File: config.mk
export PLATFORM = sky130hd
export DESIGN_NAME = seg_scan_scheduler
export DESIGN_NICKNAME = d
export VERILOG_FILES = /design/src/rtl/seg_scan_scheduler.sv
export SDC_FILE = /design/constraint.sdc
export NUM_CORES = 1
export LEC_CHECK = 0
export ABC_AREA = 1
export CORE_MARGIN = 2
export CORE_UTILIZATION = 61
export CTS_CLUSTER_DIAMETER = 100
export DETAILED_ROUTE_END_ITERATION = 6
export PLACE_DENSITY_LB_ADDON = 0.2
export SKIP_LAST_GASP = 1
export SLEW_MARGIN = 40
export SYNTH_ARGS = -nofsm -noshare
export SYNTH_HDL_FRONTEND = slang
export SYNTH_SLANG_ARGS = --single-unit
export TNS_END_PERCENT = 50
File: constraint.sdc
create_clock -name clk -period 4.5 [get_ports clk]
set_clock_uncertainty 0.1 [all_clocks]
set_input_delay 0.45 -clock clk [delete_from_list [all_inputs] [get_ports clk]]
set_output_delay 0.45 -clock clk [all_outputs]
set_load 0.01 [all_outputs]
File: src/rtl/seg_scan_scheduler.sv
// Two-digit seven-segment scan scheduler: BLANK0 -> SHOW0 -> BLANK1 -> SHOW1,
// with a dark gap before each digit so the shared segment bus never ghosts.
module seg_scan_scheduler #(
  parameter int REFRESH_CYCLES = 24000,
  parameter int BLANK_CYCLES   = 480
) (
  input  logic       clk,
  input  logic       reset,
  input  logic [3:0] s0,
  input  logic [3:0] s1,
  output logic [1:0] an,
  output logic [6:0] seg,
  output logic       frame_done
);

  localparam int MAX_LEN = (REFRESH_CYCLES > BLANK_CYCLES) ? REFRESH_CYCLES : BLANK_CYCLES;
  localparam int CW      = (MAX_LEN > 1) ? $clog2(MAX_LEN) : 1;
  localparam logic [CW-1:0] SHOW_LAST  = CW'(REFRESH_CYCLES - 1);
  localparam logic [CW-1:0] BLANK_LAST = CW'(BLANK_CYCLES - 1);

  typedef enum logic [1:0] {BLANK0, SHOW0, BLANK1, SHOW1} state_t;

  state_t        state;
  logic [CW-1:0] cnt;
  logic [3:0]    hold;
  logic [3:0]    s0_meta, s0_sync, s1_meta, s1_sync;

  function automatic logic [6:0] decode(input logic [3:0] v);
    case (v)
      4'h0: decode = 7'b1000000;
      4'h1: decode = 7'b1111001;
      4'h2: decode = 7'b0100100;
      4'h3: decode = 7'b0110000;
      4'h4: decode = 7'b0011001;
      4'h5: decode = 7'b0010010;
      4'h6: decode = 7'b0000010;
      4'h7: decode = 7'b1111000;
      4'h8: decode = 7'b0000000;
      4'h9: decode = 7'b0010000;
      4'hA: decode = 7'b0001000;
      4'hB: decode = 7'b0000011;
      4'hC: decode = 7'b1000110;
      4'hD: decode = 7'b0100001;
      4'hE: decode = 7'b0000110;
      default: decode = 7'b0001110;
    endcase
  endfunction

  always_ff @(posedge clk) begin
    if (reset) begin
      s0_meta <= '0;
      s0_sync <= '0;
      s1_meta <= '0;
      s1_sync <= '0;
    end else begin
      s0_meta <= s0;
      s0_sync <= s0_meta;
      s1_meta <= s1;
      s1_sync <= s1_meta;
    end
  end

  // an steps 10 -> 11 -> 01 through a blank state, so it is never 00.
  always_ff @(posedge clk) begin
    if (reset) begin
      state      <= BLANK0;
      cnt        <= '0;
      hold       <= '0;
      an         <= 2'b11;
      frame_done <= 1'b0;
    end else begin
      frame_done <= 1'b0;
      cnt        <= cnt + 1'b1;
      case (state)
        BLANK0: if (cnt == BLANK_LAST) begin
          state <= SHOW0;
          cnt   <= '0;
          hold  <= s0_sync;
          an    <= 2'b10;
        end
        SHOW0: if (cnt == SHOW_LAST) begin
          state <= BLANK1;
          cnt   <= '0;
          an    <= 2'b11;
        end
        BLANK1: if (cnt == BLANK_LAST) begin
          state <= SHOW1;
          cnt   <= '0;
          hold  <= s1_sync;
          an    <= 2'b01;
        end
        default: if (cnt == SHOW_LAST) begin
          state      <= BLANK0;
          cnt        <= '0;
          an         <= 2'b11;
          frame_done <= 1'b1;
        end
      endcase
    end
  end

  assign seg = (state == SHOW0 || state == SHOW1) ? decode(hold) : 7'b1111111;

endmodule

**Word-level counts from Yosys, hierarchy flattened**

Memory sizes are Yosys's and may differ from the RTL's. A register that Yosys moved wholly into a read port is not among the register bits.
Cells that the tools add are included.

- Register bits after elaboration: 40
- Memory bits (read-only): 112
- Input bits: 10
- Output and inout bits: 10
- Word-level logic and storage cells: 46
- Memories: 1

Memories:

| name | depth | bits a word | rd ports | clocked after Yosys merged registers in | write ports | RTL line | source |
|---|---|---|---|---|---|---|---|
| (name not given) | 16 | 7 | 1 | 1 | 0 | 29 | `case (v)` |

- Add/sub/neg operators: 1
- Equality and inequality tests: 8
- Mux-type cells: 18
- Reductions and logical operators: 9

Operators by type and width:

| kind | number |
|---|---|
| 15-bit 2-to-1 mux | 3 |
| 4-bit 2-to-1 mux | 4 |
| 15-bit by 1-bit adder with 15-bit output, second input constant | 1 |
| 15-bit == test, second input constant | 1 |
| 15-bit by 9-bit == test with 1-bit output, second input constant | 1 |
| 2-bit 2-to-1 mux | 6 |
| 4-bit case mux with 2 select lines | 1 |
| 7-bit 2-to-1 mux | 1 |
| 2-bit inequality test, second input constant | 3 |
| 2-bit case mux with 3 select lines | 1 |
| 3-bit AND reduction | 2 |
| 2-bit == test, second input constant | 2 |
| 2-bit case mux with 2 select lines | 1 |
| 4-bit AND reduction | 1 |
| 4-bit OR reduction | 1 |
| 3-bit nonzero test | 1 |
| 2-bit by 1-bit == test with 1-bit output, second input constant | 1 |
| 2-bit logical NOT | 1 |
| 2-bit nonzero test | 1 |
| 2-bit OR reduction | 1 |
| 1-bit logical OR | 1 |
| 1-bit 2-to-1 mux | 1 |

**Depth between registers and ports, before layout**

Gate-level depths: netlist (run 1).

- Depth in word-level cells: 5
- Gate-level depth with buffers: 15
- Depth with buffers taken out: 15

**Least setup slack after synthesis (run 1)**

No wires, ideal clock.

- Kind: register to register
- Start: reg state[0]
- End: reg (tool-made name)
- Setup time: 113 ps
- Arrival time: 2009 ps
- Data required time: 4287 ps
- Setup slack: 2278 ps
- Cell stages (with the launch flop): 16
- Path buffers: 0
- Period minus slack after synthesis: 2222 ps
- Cells stage by stage: dfxtp_1 > inv_1 > ha_1 > inv_2 > nand2_2 > nand2_4 > nor2_8 > nand3_4 > nand2_1 > nand3_1 > inv_1 > ha_1 > inv_1 > nand4_1 > nand3_1 > nand2_1

RTL lines:

| item | RTL line | source |
|---|---|---|
| start, declared | 23 | `state_t state;` |
| start signal, assigned | 66 | `state <= BLANK0;` |
| start signal, assigned | 76 | `state <= SHOW0;` |
| start signal, assigned | 82 | `state <= BLANK1;` |

**Worst setup path after layout (run 1)**

- Start: reg state[1]
- End: out seg[2]

- Word-level cells in the longest chain between the ends: 3
- Elaborated cells on any way between the ends: 4
- Classes of those cells: eq/ne: 2; mux: 1; reduce/logical: 1

RTL lines:

| item | RTL line | source |
|---|---|---|
| 2-bit by 1-bit == test with 1-bit output or 2-bit == test (tied branches) | 102 | `assign seg = (state == SHOW0 \|\| state == SHOW1) ? decode(hold) : 7'b1111111;` |
| 1-bit logical OR * | 102 |  |
| 7-bit 2-to-1 mux * | 102 |  |
| end, declared | 12 | `output logic [6:0] seg,` |

Every way passes the cells marked *; elsewhere a longest branch is shown, timed or not.

==> run summary, run 1 <==
Crit-path cells - inv_1 -> ha_1 -> or2_2 -> nand2_1 -> clkdlybuf4s50_1
Initial core utilization - 0.634
Xor/xnor share of the synthesized area - 0.0304
Comb pwr share - 0.033
CP Capture Point - seg[2]
Post-synth top area cell - dfxtp_1
Critical path class - reg -> out
Worst Hold Class - reg -> reg
Fin crit share - 0.569
Power density cells - 304 nW/um2
# hold bufs at CTS - 0
Register area share after synthesis - 0.408
Core footprint - 3630 um2
Vias - 1849
Largest cells by area after synthesis - dfxtp_1 (41%), nand2_1 (9.0%), inv_1 (8.3%)
Final TNS setup - 0 ps
Largest net degree at the start of global routing - 23
CP endpoint kind - output port
Reg power frac - 0.526
Setup bufs post-CTS - 0
Clock buffer depth - 2
# DRC - 0
Final Cell Area - 2670 um2
Crit path depth - 5
CTS H-tree depth - 2
Worst relative slew slack - 0.679
Die area - 4280 um2
CTS clk-pin slew, worst paths - 80 ps
Crit Path Max Fanout - 7
Tmin final - 2560 ps
Clk pwr share - 0.441
Routed length per placed instance - 10.3 um
Synth Flop Type - dfxtp_1
Crit path required time - 3950 ps
Worst setup SP type - register
DR vias/cell - 4.94
Average size of a mapped cell - 7.60 um2
Initial antenna violation count - 0
Mux cell area share after synthesis - 0
Layout cells sized above 1 - 0.117
Delay-heaviest family, CP - buffers and inverters
Netlist Area Pre-Place - 2300 um2
R2R setup slack - 1960 ps
Routed WL - 3.85 mm
Reg2Reg Depth - 15
Seq cells post-synth - 47
Max_cap viols - 0
Cell count after synthesis - 303
VDD IR-drop max - 0.000183 V
Post-CTS Resized - 0
Final #Nets - 347
Width of the die - 65.5 um
Area Growth Syn to Fin - 16.0%
TritonCTS clock tree - built
Post-synth ARST share - 0
Yosys warning total - 0
RePlAce Congestion - 0.825
WHS - 301 ps
Vias in the first global route - 1636
First-pass GRT wire length - 6.80 mm
Sw Ratio - 0.189
Design internal power - 659 uW
Antenna Cells - 0
Clk sinks - 47
Final hold violations - 0
Layout Cells excl Fill - 374
Tot GR Track Use - 0.205
Starting DRT DRC Count - 166
Largest family of logic cells by synthesized area - simple AND/OR/NAND/NOR gates
Critical path origin - state[1]
Leakage - 0.00123 uW
Synth cell types - 31
Net Count, Synth - 325
Slowest cell on crit path - clkdlybuf4s50_1
Max incr delay on CP - 520 ps
Max Fclk - 390 MHz
# rows - 22
Drt pass-1 iters - 4
Placed inst area - 2540 um2
Die span in y - 65.5 um
Clk_lat worst skew - 300 ps
Io pins - 20
Launching point of the worst reg2reg path - state[0]
Status - finished clean
Post-synthesis adder-cell area fraction - 0.0652
DP Cell Count - 366
Critical path buffers and inverters - 2
Num CTS Buffers - 5
Post-DP HPWL - 2.83 mm
# fillers - 301
Net Switching - 154 uW
Root buf cell - clkbuf_8
Final ANT Viol Nets - 0
WP data arrival - 2010 ps
Simple-Gate Fraction of Synth Area - 0.356
Number of synthesized flops with an enable pin - 0
PortBufs - 19
Top-area cell type share of the netlist area - 0.408
Slew @ Worst Pin - 482 ps
Gr ovfl total - 0
# setup viols final - 0
Slew Viols, Final - 0
Compound-Gate Fraction of Synth Area - 0.0331
RSZ-0062 raised after global routing - no
[synth_stat cells (5+ instances only)]
cell type / instances
inv_2: 7
nand4_1: 10
nand2_1: 55
nand3_1: 19
ha_1: 12
nor2_1: 44
dfxtp_1: 47
nand2_2: 6
a21oi_1: 5
xor2_1: 6
nor3_1: 8
inv_1: 51
[cells by family after synthesis]
| group | count (synthesis) |
|---|---|
| AO/OA/AOI/OAI | 13 |
| XOR/XNOR | 8 |
| adder cells (fa/ha/maj) | 12 |
| buffers and inverters | 64 |
| flip-flops | 47 |
| AND/OR/NAND/NOR | 159 |
[layer usage]
layer  GRT usage  vias to the layer above  wire, um
met5           0                        -         0
met4      0.0859                        0       101
met3      0.0514                       10       230
met2       0.334                       59      1790
met1       0.258                      805      1740
li1            -                      975         -
[area by class of cell]
| cell class | count | area [um2] | area share |
|---|---|---|---|
| inverters | 59 | 223 | 0.0834 |
| clock inverters | 2 | 60.1 | 0.0225 |
| well taps | 48 | 60.1 | 0.0225 |
| clock buffers | 6 | 72.6 | 0.0272 |
| flip-flops and latches | 47 | 941 | 0.352 |
| repair buffers | 20 | 198 | 0.0740 |
| multi-input cells | 192 | 1120 | 0.418 |
[power groups by stage]
stage               clock, uW  sequential (uW)  combinational, uW
global placement            0              437               26.7
finish                    358              427               27.1
floorplan                   0              437               16.7
global route              387              428               31.4
CTS                       369              427               27.4
detailed placement          0              437               27.3
[per-stage QoR]
stage	util	power, uW	worst slack [ps]
after floorplan	-	453	2280
after CTS	0.735	824	1920
after detailed placement	0.699	465	1740
after global routing	0.735	847	1770
final	0.735	813	1940
after global placement	0.699	464	1810
[tightest hold or removal path, stage by stage, from the launching register on]
cell     delay, ps
dfxtp_1        300
inv_1           40
nor2_1          30
[how the worst min path moves through the flow]
| stage | start | to | slack (ps) | cells past startpoint |
|---|---|---|---|---|
| 2_1_floorplan | s0_meta[0] | s0_sync[0] | 290 | 2 |
| 3_3_place_gp | s1_meta[3] | s1_sync[3] | 290 | 2 |
| 3_5_place_dp | s0_meta[0] | s0_sync[0] | 290 | 2 |
| 4_1_cts | s0_meta[0] | s0_sync[0] | 300 | 2 |
| 5_1_grt | s0_meta[1] | s0_sync[1] | 330 | 2 |
| 6_report | s0_meta[0] | s0_sync[0] | 300 | 2 |
[cells in the final DEF, fill, tap and decap left out, types with 6 or more instances in the layout]
cell type and count:
clkdlybuf4s50_1 19, nor3_1 8, dfxtp_1 47, nand2_1 55, nand3_1 19, nor2_1 44
ha_1 12, xor2_1 6, nand4_1 10, inv_2 7, nand2_2 6, inv_1 51
Note: power is estimated with default switching activity, not from simulation.
==> run 2, diff against run 1 <==
CORE_UTILIZATION = 51   (was 61)
clock period = 2.2 ns   (was 4.5 ns; I/O delays follow)
==> run summary, run 2 (synthesis gave the netlist of run 1 again) <==
Status - finished clean
Routed length per placed instance - 10.8 um (+4.4%)
Post-DP HPWL - 3.11 mm (+10%)
Hold Path Depth - 2 (unchanged)
Reg power frac - 0.555 (+0.029)
Launching point of the worst reg2reg path - state[1]
DR vias/cell - 4.87 (-1.5%)
Antenna Cells - 0 (unchanged)
# setup viols final - 0 (unchanged)
Pre-CTS setup slack - -6.56 ps (-1750 ps)
First-pass GRT wire length - 7.35 mm (+8.1%)
CTS H-tree depth - 2 (unchanged)
TritonCTS clock tree - built
Num CTS Buffers - 5 (unchanged)
RePlAce Congestion - 0.853 (+3.4%)
Design internal power - 1240 uW (+88%)
VDD IR-drop max - 0.000428 V (+130%)
Die span in y - 71.2 um (+8.8%)
Max_cap viols - 0 (unchanged)
Tmin final - 2120 ps
Sink of the worst hold path - s0_sync[2]
Crit path required time - 1880 ps (-2070 ps)
Slew Viols, Final - 0 (unchanged)
Fin crit share - 0.965
Clk sinks - 47 (unchanged)
Max Fclk - 471 MHz
Area Growth Syn to Fin - 23.1%
Power density cells - 555 nW/um2 (+82%)
Initial core utilization - 0.529 (-0.105)
WHS - 306 ps (+4.88 ps)
# DRC - 0 (unchanged)
CP endpoint kind - output port
Net Switching - 334 uW (+120%)
Clk pwr share - 0.407 (-0.034)
Vias - 1884 (+1.9%)
Gr ovfl total - 0 (unchanged)
Clock buffer depth - 2 (unchanged)
Worst Hold Class - reg -> reg
HP Start - s0_meta[2]
Final Cell Area - 2840 um2 (+6.1%)
Largest net degree at the start of global routing - 22 (-4.3%)
Final ANT Viol Nets - 0 (unchanged)
Sw Ratio - 0.212 (+0.0235)
Width of the die - 71.2 um (+8.8%)
Final #Nets - 356 (+2.6%)
Final hold violations - 0 (unchanged)
Slew @ Worst Pin - 370 ps (-112 ps)
Root buf cell - clkbuf_8
Clk_lat worst skew - 300 ps (about the same)
Die area - 5070 um2 (+18%)
Tot GR Track Use - 0.179 (-0.0259)
Most frequent cells in the layout - nand2_1 (52), dfxtp_1 (45), inv_1 (44), nor2_1 (44), clkdlybuf4s50_1 (19)
Vias in the first global route - 1706 (+4.3%)
Layout cells sized above 1 - 0.203 (+0.0864)
# rows - 24 (+9.1%)
Worst setup margin - 77.7 ps (-1860 ps)
# hold bufs at CTS - 0 (unchanged)
PortBufs - 19 (unchanged)
Critical path class - reg -> out
Crit Path Max Fanout - 7 (unchanged)
Worst setup SP type - register
Worst relative slew slack - 0.753 (+0.0745)
Reg2Reg Depth - 15 (unchanged)
Placed inst area - 2590 um2 (+2.1%)
Core footprint - 4350 um2 (+20%)
Initial antenna violation count - 0 (unchanged)
Most common cell after layout, fill and taps aside - nand2_1
Routed WL - 4.17 mm (+8.1%)
Drt pass-1 iters - 4 (unchanged)
Io pins - 20 (unchanged)
Comb pwr share - 0.038 (+0.005)
CTS clk-pin slew, worst paths - 90 ps (about the same)
R2R setup slack - 120 ps (-1840 ps)
Starting DRT DRC Count - 115 (-31%)
RSZ-0062 raised after global routing - yes
WP data arrival - 1800 ps (-210 ps)
Leakage - 0.00126 uW (+2.6%)
[run 2: cell count changes in the layout (fill, tap and decap cells not counted), sizes merged]
cell    change
clkinv      +1
inv         +1
clkbuf      -1
buf         +9
bufinv      -1
[run 2: timing repair]
action | 4_1_cts | 5_1_grt
pin swaps | 0 | 8
setup buffers | 0 | 3
setup endpoints to repair | 8 | 14
cloned | 0 | 0
gates resized for setup | 2 | 28
[run 2: power groups by stage]
stage | Clock [uW] | Combinational [uW] | Sequential (uW)
after detailed placement | 0 | 58.4 | 895
after global placement | 0 | 56.3 | 894
final | 641 | 59.6 | 873
after CTS | 657 | 58.6 | 875
after floorplan | 0 | 34.1 | 893
after global routing | 696 | 70.2 | 875
[run 2: worst max-delay path by stage]
stage	start	endpoint	slack, ps
after detailed placement	state[0]	register	-7
after global placement	state[0]	register	60
after CTS	state[0]	register	-30
after floorplan	state[0]	register	20
final	state[1]	seg[2]	80
after global routing	state[1]	register	-10
[run 2: layout make-up]
| type | count | area, um2 |
|---|---|---|
| flip-flops and latches | 47 | 946 |
| clock buffers | 5 | 68.8 |
| clock inverters | 3 | 47.5 |
| repair buffers | 29 | 273 |
| well taps | 52 | 65.1 |
| fillers | 384 | 1520 |
| inverters | 59 | 225 |
| multi-input cells | 192 | 1210 |
[run 2: through the flow]
stage | setup TNS (ps) | utilization | std cells | power [uW]
4_1_cts | -28.3 | 0.623 | 384 | 1590
3_5_place_dp | -6.56 | 0.595 | 376 | 953
5_1_grt | -47.5 | 0.651 | 387 | 1640
3_3_place_gp | 0 | 0.595 | 376 | 951
2_1_floorplan | 0 | - | 303 | 927
6_report | 0 | 0.651 | 387 | 1570
[run 2: metal layers]
metal	vias up	GRT usage	part of all wire
met5	-	0	0
met1	843	0.239	0.48
met2	45	0.290	0.47
met3	7	0.0342	0.042
li1	989	-	-
met4	0	0.0629	0.016
[run 2: critical path, stage by stage, from the launching register on]
cell	delay (ps)
dfxtp_4	400
inv_2	50
ha_1	200
or2_4	270
nand2_1	70
clkdlybuf4s50_1	520
==> run 3, diff against run 2 <==
TNS_END_PERCENT = 5   (was 50)
==> run summary, run 3 (synthesis gave the netlist of run 1 again) <==
Clk pwr share - 0.409 (+0.002)
Die area - 5070 um2 (unchanged)
Clk_lat worst skew - 300 ps (about the same)
VDD IR-drop max - 0.000428 V (about the same)
Worst setup SP type - register
Final hold violations - 0 (unchanged)
R2R setup slack - 100 ps (-20 ps)
Status - finished clean
First-pass GRT wire length - 7.35 mm (unchanged)
Routed length per placed instance - 10.8 um (+0.31%)
Slew Viols, Final - 0 (unchanged)
Max Fclk - 470 MHz (-0.16%)
WHS - 306 ps (unchanged)
Sw Ratio - 0.214 (+0.00120)
Comb pwr share - 0.038 (about the same)
Starting DRT DRC Count - 97 (-16%)
CTS clk-pin slew, worst paths - 90 ps (about the same)
Reg power frac - 0.554 (about the same)
Power, Total - 1580 uW (+0.14%)
Worst setup margin - 74.2 ps (-3.46 ps)
# rows - 24 (unchanged)
Routed WL - 4.18 mm (+0.31%)
PortBufs - 19 (unchanged)
Root buf cell - clkbuf_8
# setup viols final - 0 (unchanged)
Net Switching - 337 uW (+0.71%)
Critical path origin - state[1]
Vias - 1880 (-0.21%)
Initial antenna violation count - 0 (unchanged)
Launching point of the worst reg2reg path - state[1]
Clock buffer depth - 2 (unchanged)
Power density cells - 556 nW/um2 (+0.23%)
RSZ-0062 raised after global routing - yes
Largest net degree at the start of global routing - 22 (unchanged)
Num CTS Buffers - 5 (unchanged)
Worst Hold Class - reg -> reg
Initial core utilization - 0.529 (unchanged)
Reg2Reg Depth - 15 (unchanged)
WP data arrival - 1810 ps (about the same)
Drt pass-1 iters - 4 (unchanged)
Tot GR Track Use - 0.179 (unchanged)
Vias in the first global route - 1706 (unchanged)
CTS H-tree depth - 2 (unchanged)
Tmin final - 2130 ps (+3.46 ps)
# fillers - 386 (+0.52%)
Pre-CTS setup slack - -6.56 ps (unchanged)
Die span in y - 71.2 um (unchanged)
Clk sinks - 47 (unchanged)
Post-DP HPWL - 3.11 mm (unchanged)
Critical path class - reg -> out
Fin crit share - 0.966 (+0.00157)
Most frequent cells in the layout - nand2_1 (53), inv_1 (46), dfxtp_1 (45)
Slew @ Worst Pin - 353 ps (-17.3 ps)
Layout cells sized above 1 - 0.194 (-0.00896)
Area Growth Syn to Fin - 23.0% (about the same)
Gr ovfl total - 0 (unchanged)
Design internal power - 1240 uW (about the same)
Crit Path Max Fanout - 7 (unchanged)
Io pins - 20 (unchanged)
CP endpoint kind - output port
Final #Nets - 356 (unchanged)
# DRC - 0 (unchanged)
TritonCTS clock tree - built
# hold bufs at CTS - 0 (unchanged)
DR vias/cell - 4.86 (-0.21%)
Worst relative slew slack - 0.765 (+0.0116)
Antenna Cells - 0 (unchanged)
Core footprint - 4350 um2 (unchanged)
Crit path required time - 1880 ps (about the same)
Width of the die - 71.2 um (unchanged)
Leakage - 0.00126 uW (+0.18%)
Final ANT Viol Nets - 0 (unchanged)
RePlAce Congestion - 0.853 (unchanged)
Max_cap viols - 0 (unchanged)
Most common cell after layout, fill and taps aside - nand2_1
CP Capture Point - seg[2]
run 3: worst min-delay path by stage:
| stage | from | to | slack [ps] | depth (start not counted) |
|---|---|---|---|---|
| 2_1_floorplan | reset | frame_done | 200 | 1 |
| 3_3_place_gp | s1_meta[3] | s1_sync[3] | 290 | 2 |
| 4_1_cts | s0_meta[2] | s0_sync[2] | 310 | 2 |
| 5_1_grt | s0_meta[2] | s0_sync[2] | 320 | 2 |
| 6_report | s0_meta[2] | s0_sync[2] | 310 | 2 |
| 3_5_place_dp | s0_meta[2] | s0_sync[2] | 300 | 2 |
run 3: timing repair:
| item | in CTS | in global routing |
|---|---|---|
| buffers inserted | 0 | 3 |
| pin swaps | 0 | 6 |
| setup endpoints to repair | 8 | 14 |
| gates resized for setup | 2 | 25 |
run 3: cell type report:
class,count,area [um2],area share
Multi-Input combinational cell,192,1210,0.426
Clock inverter,3,47.5,0.0168
Clock buffer,5,68.8,0.0243
Inverter,59,225,0.0795
Sequential cell,47,946,0.334
Timing Repair Buffer,29,273,0.0963
Tap cell,52,65.1,0.0230
run 3: worst max-delay path, cell delays in order (launching register included):
cell and delay, ps:
dfxtp_4 400, inv_2 50, ha_1 200, or2_4 270, nand2_1 70, clkdlybuf4s50_1 520
run 3: metal layers:
| metal | share of wire | up-vias | GRT usage |
|---|---|---|---|
| met3 | 0.037 | 7 | 0.0342 |
| met1 | 0.48 | 838 | 0.239 |
| met4 | 0.016 | 0 | 0.0629 |
| li1 | - | 989 | - |
| met5 | 0 | - | 0 |
| met2 | 0.47 | 46 | 0.290 |
run 3: per-stage QoR:
stage,setup TNS [ps],cells,area (um2),utilization
floorplan,0,303,2310,-
global placement,0,376,2590,0.595
detailed placement,-6.56,376,2590,0.595
CTS,-28.3,384,2710,0.623
global route,-152,387,2830,0.651
finish,0,387,2830,0.651
run 3: power groups by stage:
stage / clock, uW / sequential, uW / combinational, uW
after floorplan: 0 / 893 / 34.1
after global placement: 0 / 894 / 56.3
after detailed placement: 0 / 895 / 58.4
after CTS: 657 / 875 / 58.6
after global routing: 696 / 875 / 69.7
final: 644 / 873 / 59.1
